File: src/rtl/simon_control_stream.sv
// Streaming SIMON block cipher engine: U unrolled rounds per clock, ECB/CBC chaining,
// valid/ready handshakes on input and output, abort when the key array goes invalid.
module simon_control_stream #(
  parameter int N  = 16,
  parameter int T  = 32,
  parameter int U  = 1,
  parameter int CB = ((T / U) > 1) ? $clog2(T / U) : 1
) (
  input  logic                  clk,
  input  logic                  R,
  input  logic [T-1:0][N-1:0]   keys,
  input  logic                  keyValid,
  input  logic                  enc_dec,
  input  logic                  mode,
  input  logic [2*N-1:0]        iv,
  input  logic                  ivLoad,
  input  logic [2*N-1:0]        din,
  input  logic                  inValid,
  output logic                  inReady,
  output logic [2*N-1:0]        dout,
  output logic                  outValid,
  input  logic                  outReady,
  output logic                  busy
);

  localparam int CYC = T / U;
  localparam logic [CB-1:0] LAST = CB'(CYC - 1);

  if (T % U != 0) begin : g_bad_unroll
    $error("simon_control_stream: U must divide T");
  end

  typedef enum logic [1:0] {IDLE, ROUND, DONE} state_t;

  function automatic logic [N-1:0] rotl(input logic [N-1:0] v, input int r);
    int s;
    s = r % N;
    return (s == 0) ? v : ((v << s) | (v >> (N - s)));
  endfunction

  function automatic logic [2*N-1:0] swap_halves(input logic [2*N-1:0] b);
    return {b[N-1:0], b[2*N-1:N]};
  endfunction

  function automatic logic [2*N-1:0] round_f(input logic [2*N-1:0] b, input logic [N-1:0] k);
    logic [N-1:0] x;
    logic [N-1:0] y;
    x = b[2*N-1:N];
    y = b[N-1:0];
    return {y ^ (rotl(x, 1) & rotl(x, 8)) ^ rotl(x, 2) ^ k, x};
  endfunction

  state_t            state_reg, state_next;
  logic [CB-1:0]     cnt_reg, cnt_next;
  logic [2*N-1:0]    blk_reg, blk_next;
  logic              enc_reg, enc_next;
  logic              mode_reg, mode_next;
  logic [2*N-1:0]    din_reg, din_next;
  logic [2*N-1:0]    chain_reg, chain_next;
  logic [2*N-1:0]    dout_reg, dout_next;
  logic              out_valid_reg, out_valid_next;
  logic              busy_reg, busy_next;

  // Keys viewed as one group of U keys per round cycle; decrypt walks the groups
  // and the keys inside each group in reverse order.
  logic [CYC-1:0][U-1:0][N-1:0] key_grp;
  logic [CB-1:0]                grp_idx;
  logic [N-1:0]                 rkeys [U];
  logic [2*N-1:0]               stage_out;
  logic [2*N-1:0]               result;
  logic [2*N-1:0]               chain_eff;

  assign key_grp = keys;
  assign grp_idx = enc_reg ? cnt_reg : (LAST - cnt_reg);

  for (genvar gi = 0; gi < U; gi++) begin : g_rkey
    assign rkeys[gi] = enc_reg ? key_grp[grp_idx][gi] : key_grp[grp_idx][U-1-gi];
  end

  always_comb begin
    stage_out = blk_reg;
    for (int i = 0; i < U; i++) begin
      stage_out = round_f(stage_out, rkeys[i]);
    end
  end

  assign result    = enc_reg ? stage_out : swap_halves(stage_out);
  // An IV loaded in the accept cycle already applies to that block.
  assign chain_eff = ((state_reg == IDLE) && ivLoad) ? iv : chain_reg;
  assign inReady   = (state_reg == IDLE) && keyValid && !R;

  always_comb begin
    state_next     = state_reg;
    cnt_next       = cnt_reg;
    blk_next       = blk_reg;
    enc_next       = enc_reg;
    mode_next      = mode_reg;
    din_next       = din_reg;
    chain_next     = chain_reg;
    dout_next      = dout_reg;
    out_valid_next = out_valid_reg;
    case (state_reg)
      IDLE: begin
        if (ivLoad) chain_next = iv;
        if (inValid && inReady) begin
          enc_next   = enc_dec;
          mode_next  = mode;
          din_next   = din;
          blk_next   = enc_dec ? (mode ? (din ^ chain_eff) : din) : swap_halves(din);
          cnt_next   = '0;
          state_next = ROUND;
        end
      end
      ROUND: begin
        if (!keyValid) begin
          out_valid_next = 1'b0;
          cnt_next       = '0;
          state_next     = IDLE;
        end else begin
          blk_next = stage_out;
          cnt_next = cnt_reg + CB'(1);
          if (cnt_reg == LAST) begin
            dout_next      = (!enc_reg && mode_reg) ? (result ^ chain_reg) : result;
            if (mode_reg) chain_next = enc_reg ? result : din_reg;
            out_valid_next = 1'b1;
            cnt_next       = '0;
            state_next     = DONE;
          end
        end
      end
      DONE: begin
        if (!keyValid || outReady) begin
          out_valid_next = 1'b0;
          state_next     = IDLE;
        end
      end
      default: state_next = IDLE;
    endcase
    busy_next = (state_next != IDLE);
  end

  always_ff @(posedge clk) begin
    if (R) begin
      state_reg     <= IDLE;
      cnt_reg       <= '0;
      blk_reg       <= '0;
      enc_reg       <= 1'b0;
      mode_reg      <= 1'b0;
      din_reg       <= '0;
      chain_reg     <= '0;
      dout_reg      <= '0;
      out_valid_reg <= 1'b0;
      busy_reg      <= 1'b0;
    end else begin
      state_reg     <= state_next;
      cnt_reg       <= cnt_next;
      blk_reg       <= blk_next;
      enc_reg       <= enc_next;
      mode_reg      <= mode_next;
      din_reg       <= din_next;
      chain_reg     <= chain_next;
      dout_reg      <= dout_next;
      out_valid_reg <= out_valid_next;
      busy_reg      <= busy_next;
    end
  end

  assign dout     = dout_reg;
  assign outValid = out_valid_reg;
  assign busy     = busy_reg;

endmodule
File: config.mk
export PLATFORM = sky130hd
export DESIGN_NAME = simon_control_stream
export DESIGN_NICKNAME = d
export VERILOG_FILES = /design/src/rtl/simon_control_stream.sv
export SDC_FILE = /design/constraint.sdc
export NUM_CORES = 1
export LEC_CHECK = 0
export CAP_MARGIN = 20
export CORE_AREA = 5 5 239 241
export DETAILED_ROUTE_END_ITERATION = 8
export DIE_AREA = 0 0 244 246
export GPL_ROUTABILITY_DRIVEN = 0
export PLACE_DENSITY = 0.59
export RECOVER_POWER = 100
export SETUP_SLACK_MARGIN = 0.3
export SYNTH_ARGS = -nofsm -noshare
export SYNTH_HDL_FRONTEND = slang
export SYNTH_SLANG_ARGS = --single-unit
export TNS_END_PERCENT = 10
File: constraint.sdc
create_clock -name clk -period 4.1 [get_ports clk]
set_clock_uncertainty 0.05 [all_clocks]
set_input_delay 0.615 -clock clk [delete_from_list [all_inputs] [get_ports clk]]
set_output_delay 0.615 -clock clk [all_outputs]
set_load 0.01 [all_outputs]
==> impl_metrics.yaml <==
synth:
  synth_xor_area_share_pct: 7.74
  syn-cell-area_mm2: 0.0153
  synth_top_family_by_area: "multiplexers"
  synthCells: 1826
  synth_fa_ha_area_share_pct: 0.163
  synthFlopType: "dfxtp_1"
  synth.top_cell.area_share_pct: 18.1
  yosysSeqAreaShare_pct: 18.1
  ys_async_sr_fraction_pct: 0
  synth-edff-count: 0
  synthTopCellsByCount: "264 x mux2i_1, 224 x nand2_1, 139 x dfxtp_1"
  synth_compound_area_share_pct: 22.4
  avgSynthCellArea_um2: 8.40
  ys_types: 79
  synth.area.top_cells: "dfxtp_1 18%, mux2i_1 17%, mux4_2 6.9%"
  syn_nets: 2412
  synthSimpleGateAreaFrac_pct: 17.2
  yosys.area.top_type: "dfxtp_1"
  yosys-mux-area-fraction_pct: 28.0
  synth.most_common_cell: "mux2i_1"
  synth_warnings: 0
  ys_ff_latch: 139
placement:
  post-place-ws_ps: 207
  dpl_cell_area_mm2: 0.0220
  dp.final_hpwl_um: 66300
  portBuffers: 618
  post-place-cells: 3022
setup_path:
  critical_path_class: "reg -> reg"
  critPathArrivalTime_ps: 4230
  critical_path_required_ps: 4410
  r2r_start: "cnt_reg[0]$_SDFFE_PP0P_"
  worstPathCellList: "xnor2_2, mux4_2, a22o_1, or3_1, nor3_2, xor3_1, o22ai_1"
  critPathMaxFanout: 10
  cp-start-kind: "flip-flop"
  reg2regPathDepth: 7
  cp-end-kind: "flip-flop"
  setup.worst_path.start: "cnt_reg[0]$_SDFFE_PP0P_"
  path_buf_inv: 0
  slowest_stage: "xnor2_2"
  ff2ff_setup_slack_ps: 180
  r2r-end: "dout[2]$_SDFFE_PP0P_"
  critPathMaxStageDelay_ps: 830
  path_delay_family: "XOR/XNOR gates"
timing:
  rsz0062_at_grt: "true"
  tightest_slew_ps: 1560
  holdWs_ps: 427
  setup_viol: 0
  finalCriticalPeriod_ps: 3920
  finalSetupTns_ps: 0
  relSlewSlack_pct: -4.01
  final_max_slew_viol_count: 24
  setup_ws_ps: 183
  fin_crit_sh_pct: 95.5
  fmax_ghz: 0.255
  hold_violations: 0
global_route:
  grt_max_degree: 143
  track_usage_pct: 26.0
  grt_overflow: 0
  antenna_found_initial: 29
  grt_pass1_wl_um: 118000
  grt_pass1_vias: 16800
power_and_ir_drop:
  p_sw_share_pct: 33.7
  p_leak_nw: 8.21
  seqPwrFrac_pct: 28.4
  p_clk_share_pct: 31.1
  p_per_area_mw_per_mm2: 234
  ir_worst_vdd_uv: 302
  power_frac_comb_pct: 40.5
  power_mw: 5.30
  internal_power_mw: 3.51
  p_switching_mw: 1.79
min_path:
  hold_path_class: "reg -> reg"
  whs_path_depth: 2
  worstHoldStart: "chain_reg[5]$_SDFFE_PP0P_"
  hold-path-endpoint: "chain_reg[5]$_SDFFE_PP0P_"
floorplan:
  core_area_mm2: 0.0547
  fp.dieW_um: 244
  rows: 86
  io_pins: 619
  die_h_um: 246
  initial_utilization_pct: 28.1
  die-area_mm2: 0.0600
cts:
  cts_tree: "done"
  cts_max_level: 4
  cts_sinks: 139
  clock_latency_ps: 450
  cts_buffers: 17
  clockBufferDepth: 2
  cts_setup_buffers: 0
  clk_pin_slew_ps: 70
  ctsRootBufferMaster: "clkbuf_16"
finish:
  fin_util_pct: 41.4
  area_growth_pct: 47.5
  layout.cells.non_filler: 3073
  drive_gt1_share_pct: 8.93
  stdcell_area_mm2: 0.0226
  fin_nets: 2925
drt:
  drt_pre_antenna_iters: 5
  drt-initial-drc-count: 1691
  route.detailed.drc: 0
  post_drt_wl_per_cell_um: 27.5
  drtAntennaViolNets: 0
  routed_wl_um: 84400
  vias: 17400
  avgViaCountPerCell: 5.66
run:
  maxCapViolCount: 1
run_status:
  status: "complete, but fails checks"
  violations: "max-capacitance violations, max-slew violations"
-- per-layer routing --
metal	vias up	routed length, µm	part of all wire [%]	GRT usage, %
met5	-	83	0.098	0
li1	7968	-	-	-
met2	884	41600	49	45.0
met1	8412	32800	39	32.2
met3	126	7330	8.7	6.16
met4	12	2540	3.0	7.68
-- worst max path at each step --
stage | end | cells past startpoint
after floorplan | chain_reg[0]$_SDFFE_PP0P_ | 13
after global placement | dout[9]$_SDFFE_PP0P_ | 9
after detailed placement | dout[11]$_SDFFE_PP0P_ | 9
after CTS | dout[12]$_SDFFE_PP0P_ | 6
after global routing | dout[2]$_SDFFE_PP0P_ | 7
final | dout[2]$_SDFFE_PP0P_ | 7
-- cell usage in the layout (no fill, tap or decap), types with 40 or more instances in the layout --
| cell type | instances |
|---|---|
| nor2_1 | 119 |
| a211oi_1 | 42 |
| nand3b_1 | 40 |
| clkdlybuf4s50_1 | 579 |
| o21ai_0 | 47 |
| mux2i_1 | 264 |
| o22ai_1 | 56 |
| buf_4 | 53 |
| nand2_1 | 224 |
| dfxtp_1 | 136 |
| mux4_2 | 47 |
| xor2_1 | 55 |
| a21oi_1 | 96 |
| a22oi_1 | 56 |
| nor3_1 | 40 |
-- power groups by stage --
stage               Sequential [mW]  Combinational [mW]  Clock, mW
finish                         1.50                2.15       1.65
CTS                            1.50                2.14       1.66
global route                   1.51                2.27       1.71
detailed placement             1.53                2.12          0
floorplan                      1.47                1.21          0
global placement               1.53                2.10          0
-- repair_timing --
action / CTS / global route
hold buffers: 0 / 0
cloned: 0 / 2
gates resized for setup: 2 / 4
pin swaps: 0 / 3
endpoints found under the setup margin: 10 / 23
-- layout make-up --
type / count / area [µm²]
fill: 5377 / 32000
multi-input combinational: 1496 / 11600
timing repair buffer: 680 / 6650
sequential: 139 / 2790
tap: 704 / 881
clock buffer: 17 / 425
clock inverter: 15 / 186
antenna: 17 / 42.5
inverter: 5 / 18.8
-- worst register-to-register path, cell delays in order, from the launching register on --
cell     delay (ps)
dfxtp_1         420
xnor2_2         830
mux4_2          630
a22o_1          240
or3_1           420
nor3_2          580
xor3_1          550
o22ai_1         120
-- kinds of logic (layout without fill, tap and decap cells) --
kind of cell               count (synthesis)  in the layout
and+or+nand+nor                          544            544
AOI/OAI and AO/OA                        483            483
muxes                                    357            357
buffers and inverters                    193            717
DFF                                      139            139
xor gates and xnor gates                 108            110
adders and majority gates                  2              2
other                                      0             17
No activity file was read; power rests on OpenSTA's default activity.
==> RTL edit 1, RTL diff (config.mk and constraints unchanged) <==
Set the parameter `N` to 24 (it was 16).
--- a/src/rtl/simon_control_stream.sv
+++ b/src/rtl/simon_control_stream.sv
@@ -1,7 +1,7 @@
 // Streaming SIMON block cipher engine: U unrolled rounds per clock, ECB/CBC chaining,
 // valid/ready handshakes on input and output, abort when the key array goes invalid.
 module simon_control_stream #(
-  parameter int N  = 16,
+  parameter int N  = 24,
   parameter int T  = 32,
   parameter int U  = 1,
   parameter int CB = ((T / U) > 1) ? $clog2(T / U) : 1
Ports: changed (resized din, dout, iv and keys); port bits go from 619 to 923. No check against the original RTL was run, so the function may have changed too.
==> RTL edit 1 against the original RTL <==
The flow now stops in 3_2_place_iop. Area after synthesis is 25% higher.
==> RTL edit 1: results (changes against the original RTL) <==
* Post-synthesis sequential area ratio: 21.2% (was 18.1%)
- The total nets after synthesis was 3417 (was 2412).
- Top flip-flop cell by instance count after synthesis: sky130_fd_sc_hd__dfxtp_1 (unchanged)
- The number of storage elements in the synthesis netlist is 203 (was 139).
- Outcome: did not finish (was complete, but fails checks)
- The flow halted during 3_2_place_iop.
- Post-synth top cells: 628 x sky130_fd_sc_hd__nand2_1, 203 x sky130_fd_sc_hd__dfxtp_1, 189 x sky130_fd_sc_hd__clkbuf_1 (was 264 x sky130_fd_sc_hd__mux2i_1, 224 x sky130_fd_sc_hd__nand2_1, 139 x sky130_fd_sc_hd__dfxtp_1).
- Top cells by area, synth: sky130_fd_sc_hd__dfxtp_1 21%, sky130_fd_sc_hd__nand2_1 12%, sky130_fd_sc_hd__mux4_2 12% (was sky130_fd_sc_hd__dfxtp_1 18%, sky130_fd_sc_hd__mux2i_1 17%, sky130_fd_sc_hd__mux4_2 6.9%).
- The async set-or-reset flop fraction in the synthesized netlist was 0% (unchanged).
- The number of distinct standard cells referenced by the synthesized netlist came to 56 (was 79).
- Number of placement rows: 86 (unchanged)
- Synthesized instance count: 2543 (was 1826)
* Run-stopping error: [ERROR PPL-0024] Number of IO pins (923) exceeds maximum number of available positions (880). Increase the die perimeter from 980.00um to 1255.28um.
- Count of yosys warnings during synthesis: 0 (unchanged)
## RTL edit 1: cell types whose count changed after synthesis, moves of 49 or more
cell,change
sky130_fd_sc_hd__nand2_1,+404
sky130_fd_sc_hd__mux4_2,+54
sky130_fd_sc_hd__o21ai_0,+49
sky130_fd_sc_hd__mux2i_1,-233
sky130_fd_sc_hd__nand3_1,+142
sky130_fd_sc_hd__nand4_1,+66
sky130_fd_sc_hd__a31oi_1,+63
sky130_fd_sc_hd__dfxtp_1,+64
sky130_fd_sc_hd__clkbuf_1,+70
## RTL edit 1: logic make-up after synthesis
kind of cell	count (synthesis)	synth area share [%]
flip-flops	203	21.2
XOR/XNOR	148	8.45
AND/OR/NAND/NOR	1096	26.0
AO/OA/AOI/OAI	630	21.6
buffers and inverters	278	5.96
adder cells (fa/ha/maj)	2	0.131
multiplexers	186	16.7
==> RTL edit 2, RTL diff (same flow settings) <==
Made on the original files. Register the inputs `keys`, `keyValid` and `mode` before use, without a reset. The logic sees them one clock later. The other inputs are not delayed to match. Comments in the files are not updated.
--- a/src/rtl/simon_control_stream.sv
+++ b/src/rtl/simon_control_stream.sv
@@ -25,6 +25,16 @@
 
   localparam int CYC = T / U;
   localparam logic [CB-1:0] LAST = CB'(CYC - 1);
+
+  logic [T-1:0][N-1:0] keys_q;
+  logic keyValid_q;
+  logic mode_q;
+
+  always_ff @(posedge clk) begin
+    keys_q     <= keys;
+    keyValid_q <= keyValid;
+    mode_q     <= mode;
+  end
 
   if (T % U != 0) begin : g_bad_unroll
     $error("simon_control_stream: U must divide T");
@@ -70,7 +80,7 @@
   logic [2*N-1:0]               result;
   logic [2*N-1:0]               chain_eff;
 
-  assign key_grp = keys;
+  assign key_grp = keys_q;
   assign grp_idx = enc_reg ? cnt_reg : (LAST - cnt_reg);
 
   for (genvar gi = 0; gi < U; gi++) begin : g_rkey
@@ -87,7 +97,7 @@
   assign result    = enc_reg ? stage_out : swap_halves(stage_out);
   // An IV loaded in the accept cycle already applies to that block.
   assign chain_eff = ((state_reg == IDLE) && ivLoad) ? iv : chain_reg;
-  assign inReady   = (state_reg == IDLE) && keyValid && !R;
+  assign inReady   = (state_reg == IDLE) && keyValid_q && !R;
 
   always_comb begin
     state_next     = state_reg;
@@ -104,15 +114,15 @@
         if (ivLoad) chain_next = iv;
         if (inValid && inReady) begin
           enc_next   = enc_dec;
-          mode_next  = mode;
+          mode_next  = mode_q;
           din_next   = din;
-          blk_next   = enc_dec ? (mode ? (din ^ chain_eff) : din) : swap_halves(din);
+          blk_next   = enc_dec ? (mode_q ? (din ^ chain_eff) : din) : swap_halves(din);
           cnt_next   = '0;
           state_next = ROUND;
         end
       end
       ROUND: begin
-        if (!keyValid) begin
+        if (!keyValid_q) begin
           out_valid_next = 1'b0;
           cnt_next       = '0;
           state_next     = IDLE;
@@ -129,7 +139,7 @@
         end
       end
       DONE: begin
-        if (!keyValid || outReady) begin
+        if (!keyValid_q || outReady) begin
           out_valid_next = 1'b0;
           state_next     = IDLE;
         end
Behaviour: not the same (a bounded check fails within 4 cycles, from zero or initial values).
==> RTL edit 2 against the original RTL <==
Synthesized cell count grew 25%. Total power increased to 2.9 times the old value. Setup slack improved by 0.11 ns. Sequential share of layout area grew 27 points. Wire length rose by 17%. Sequential cell count is 514 higher. The run still ends with max-capacitance violations, max-slew violations left. Largest power group is now sequential cells. Largest cell class is now sequential cells. Area after synthesis increased by 54%. Cell area increased by 45%.
==> RTL edit 2: results (changes against the original RTL) <==
* Outcome: complete, but fails checks (unchanged)
- Failing checks: max-capacitance violations, max-slew violations (unchanged).
- Reg-to-reg critical path startpoint: enc_reg$_SDFFE_PP0P_ (was cnt_reg[0]$_SDFFE_PP0P_)
- The maximum buffer depth of the clock tree was 3 (was 2).
* Biggest fanout along the worst timing path: 66 (was 10)
- Final hold slack: 0.280 ns (was 0.427 ns)
* Worst path slowest cell: sky130_fd_sc_hd__clkbuf_2 (was sky130_fd_sc_hd__xnor2_2)
* Overall Global Routing Usage: 31.8% (was 26.0%)
* Reg-to-reg endpoint: dout[17]$_SDFFE_PP0P_ (was dout[2]$_SDFFE_PP0P_)
* Hold Path Class: primary input to register (was register to register)
- The final layout net count is 3425 (was 2925).
* Maximum VDD drop: 0.000302 V (about the same)
* Worst-case register-to-register setup slack: 0.29 ns (was 0.18 ns)
- Worst hold endpoint: state_reg[1]$_SDFF_PP0_ (was chain_reg[5]$_SDFFE_PP0P_)
- Pin count of the biggest net entering global routing: 104 (was 143)
- LEAKAGE: 12.9 nW (was 8.21 nW)
- Total nets after synthesis: 2863 (was 2412)
* Max-cap violation count: 3 (was 1)
- The half-perimeter wire length after detailed placement was 74000 um (was 66300 um).
- Worst reg2reg path depth: 6 (was 7)
- The first-pass GRT wire length is 141000 um (was 118000 um).
* Worst stage delay on the critical path: 1.35 ns (was 0.83 ns)
* Fraction of final layout cells with drive strength greater than 1: 9.00% (was 8.93%)
- Final max-slew violation count: 142 (was 24)
* Number of antenna violations at the first check in global routing: 61 (was 29)
- Launch point of the worst hold path: R (was chain_reg[5]$_SDFFE_PP0P_)
-- RTL edit 2: cell count changes in the layout (fill, tap and decap cells not counted), sizes merged, moves of 20 or more --
cell	change
clkdlybuf4s50	-513
a221oi	-34
or3	-20
nand3	+102
nand2	+161
a31oi	+26
dfxtp	+514
mux2i	-238
o21ai	-27
nor3	-24
nand4	+44
dlygate4sd3	+514
clkbuf	+88
a22oi	-24
-- RTL edit 2: cell type report --
type                    count  area (um2)
diodes                     33        82.6
multi-input cells        1441        9840
repair buffers            669        6620
inverters                   4        15.0
clock inverters            20         325
clock buffers             103        2070
flip-flops and latches    653       13100
well taps                 704         881
fillers                  4596       21700
-- RTL edit 2: per-stage QoR --
| stage | power [mW] | std cells | worst slack [ns] | instance area [um2] |
|---|---|---|---|---|
| detailed placement | 8.78 | 3470 | 0.553 | 30500 |
| CTS | 15.3 | 3593 | 0.504 | 32800 |
| floorplan | 7.83 | 2277 | 1.57 | 23600 |
| finish | 15.2 | 3627 | 0.290 | 32900 |
| global route | 15.7 | 3617 | 0.186 | 32900 |
| global placement | 8.76 | 3470 | 0.627 | 30500 |
-- RTL edit 2: routing by layer --
metal	vias up	GRT usage (%)	wire length, um
met5	-	0	99
met4	14	10.5	3440
met3	216	8.39	8610
met2	1028	54.9	48100
met1	9783	39.1	38500
li1	9289	-	-
-- RTL edit 2: worst max path at each step --
stage,start,endpoint
after detailed placement,enc_reg$_SDFFE_PP0P_,dout[13]$_SDFFE_PP0P_
after floorplan,enc_reg$_SDFFE_PP0P_,dout[10]$_SDFFE_PP0P_
final,enc_reg$_SDFFE_PP0P_,dout[17]$_SDFFE_PP0P_
after global placement,enc_reg$_SDFFE_PP0P_,dout[2]$_SDFFE_PP0P_
after global routing,enc_reg$_SDFFE_PP0P_,dout[21]$_SDFFE_PP0P_
after CTS,enc_reg$_SDFFE_PP0P_,dout[13]$_SDFFE_PP0P_
-- RTL edit 2: cell families after synthesis --
kind of cell	share of synthesized area, %
and+or+nand+nor	15.4
DFF	55.4
AOI/OAI and AO/OA	11.9
buffers and inverters	3.22
muxes	9.30
xor gates and xnor gates	4.77
adders and majority gates	0.106
-- RTL edit 2: power by group through the flow --
stage	clock, mW	sequential, mW	combinational (mW)
after floorplan	0	6.90	0.934
after global placement	0	7.01	1.75
after detailed placement	0	7.02	1.77
after CTS	6.66	6.88	1.78
after global routing	6.94	6.91	1.81
final	6.61	6.88	1.69
-- RTL edit 2: critical path, delay by kind of cell, from the launching register on --
family                 cells  cell delay (ns)
AOI/OAI and AO/OA          1             0.17
buffers and inverters      3             2.43
DFF                        1             0.58
and+or+nand+nor            2             0.47
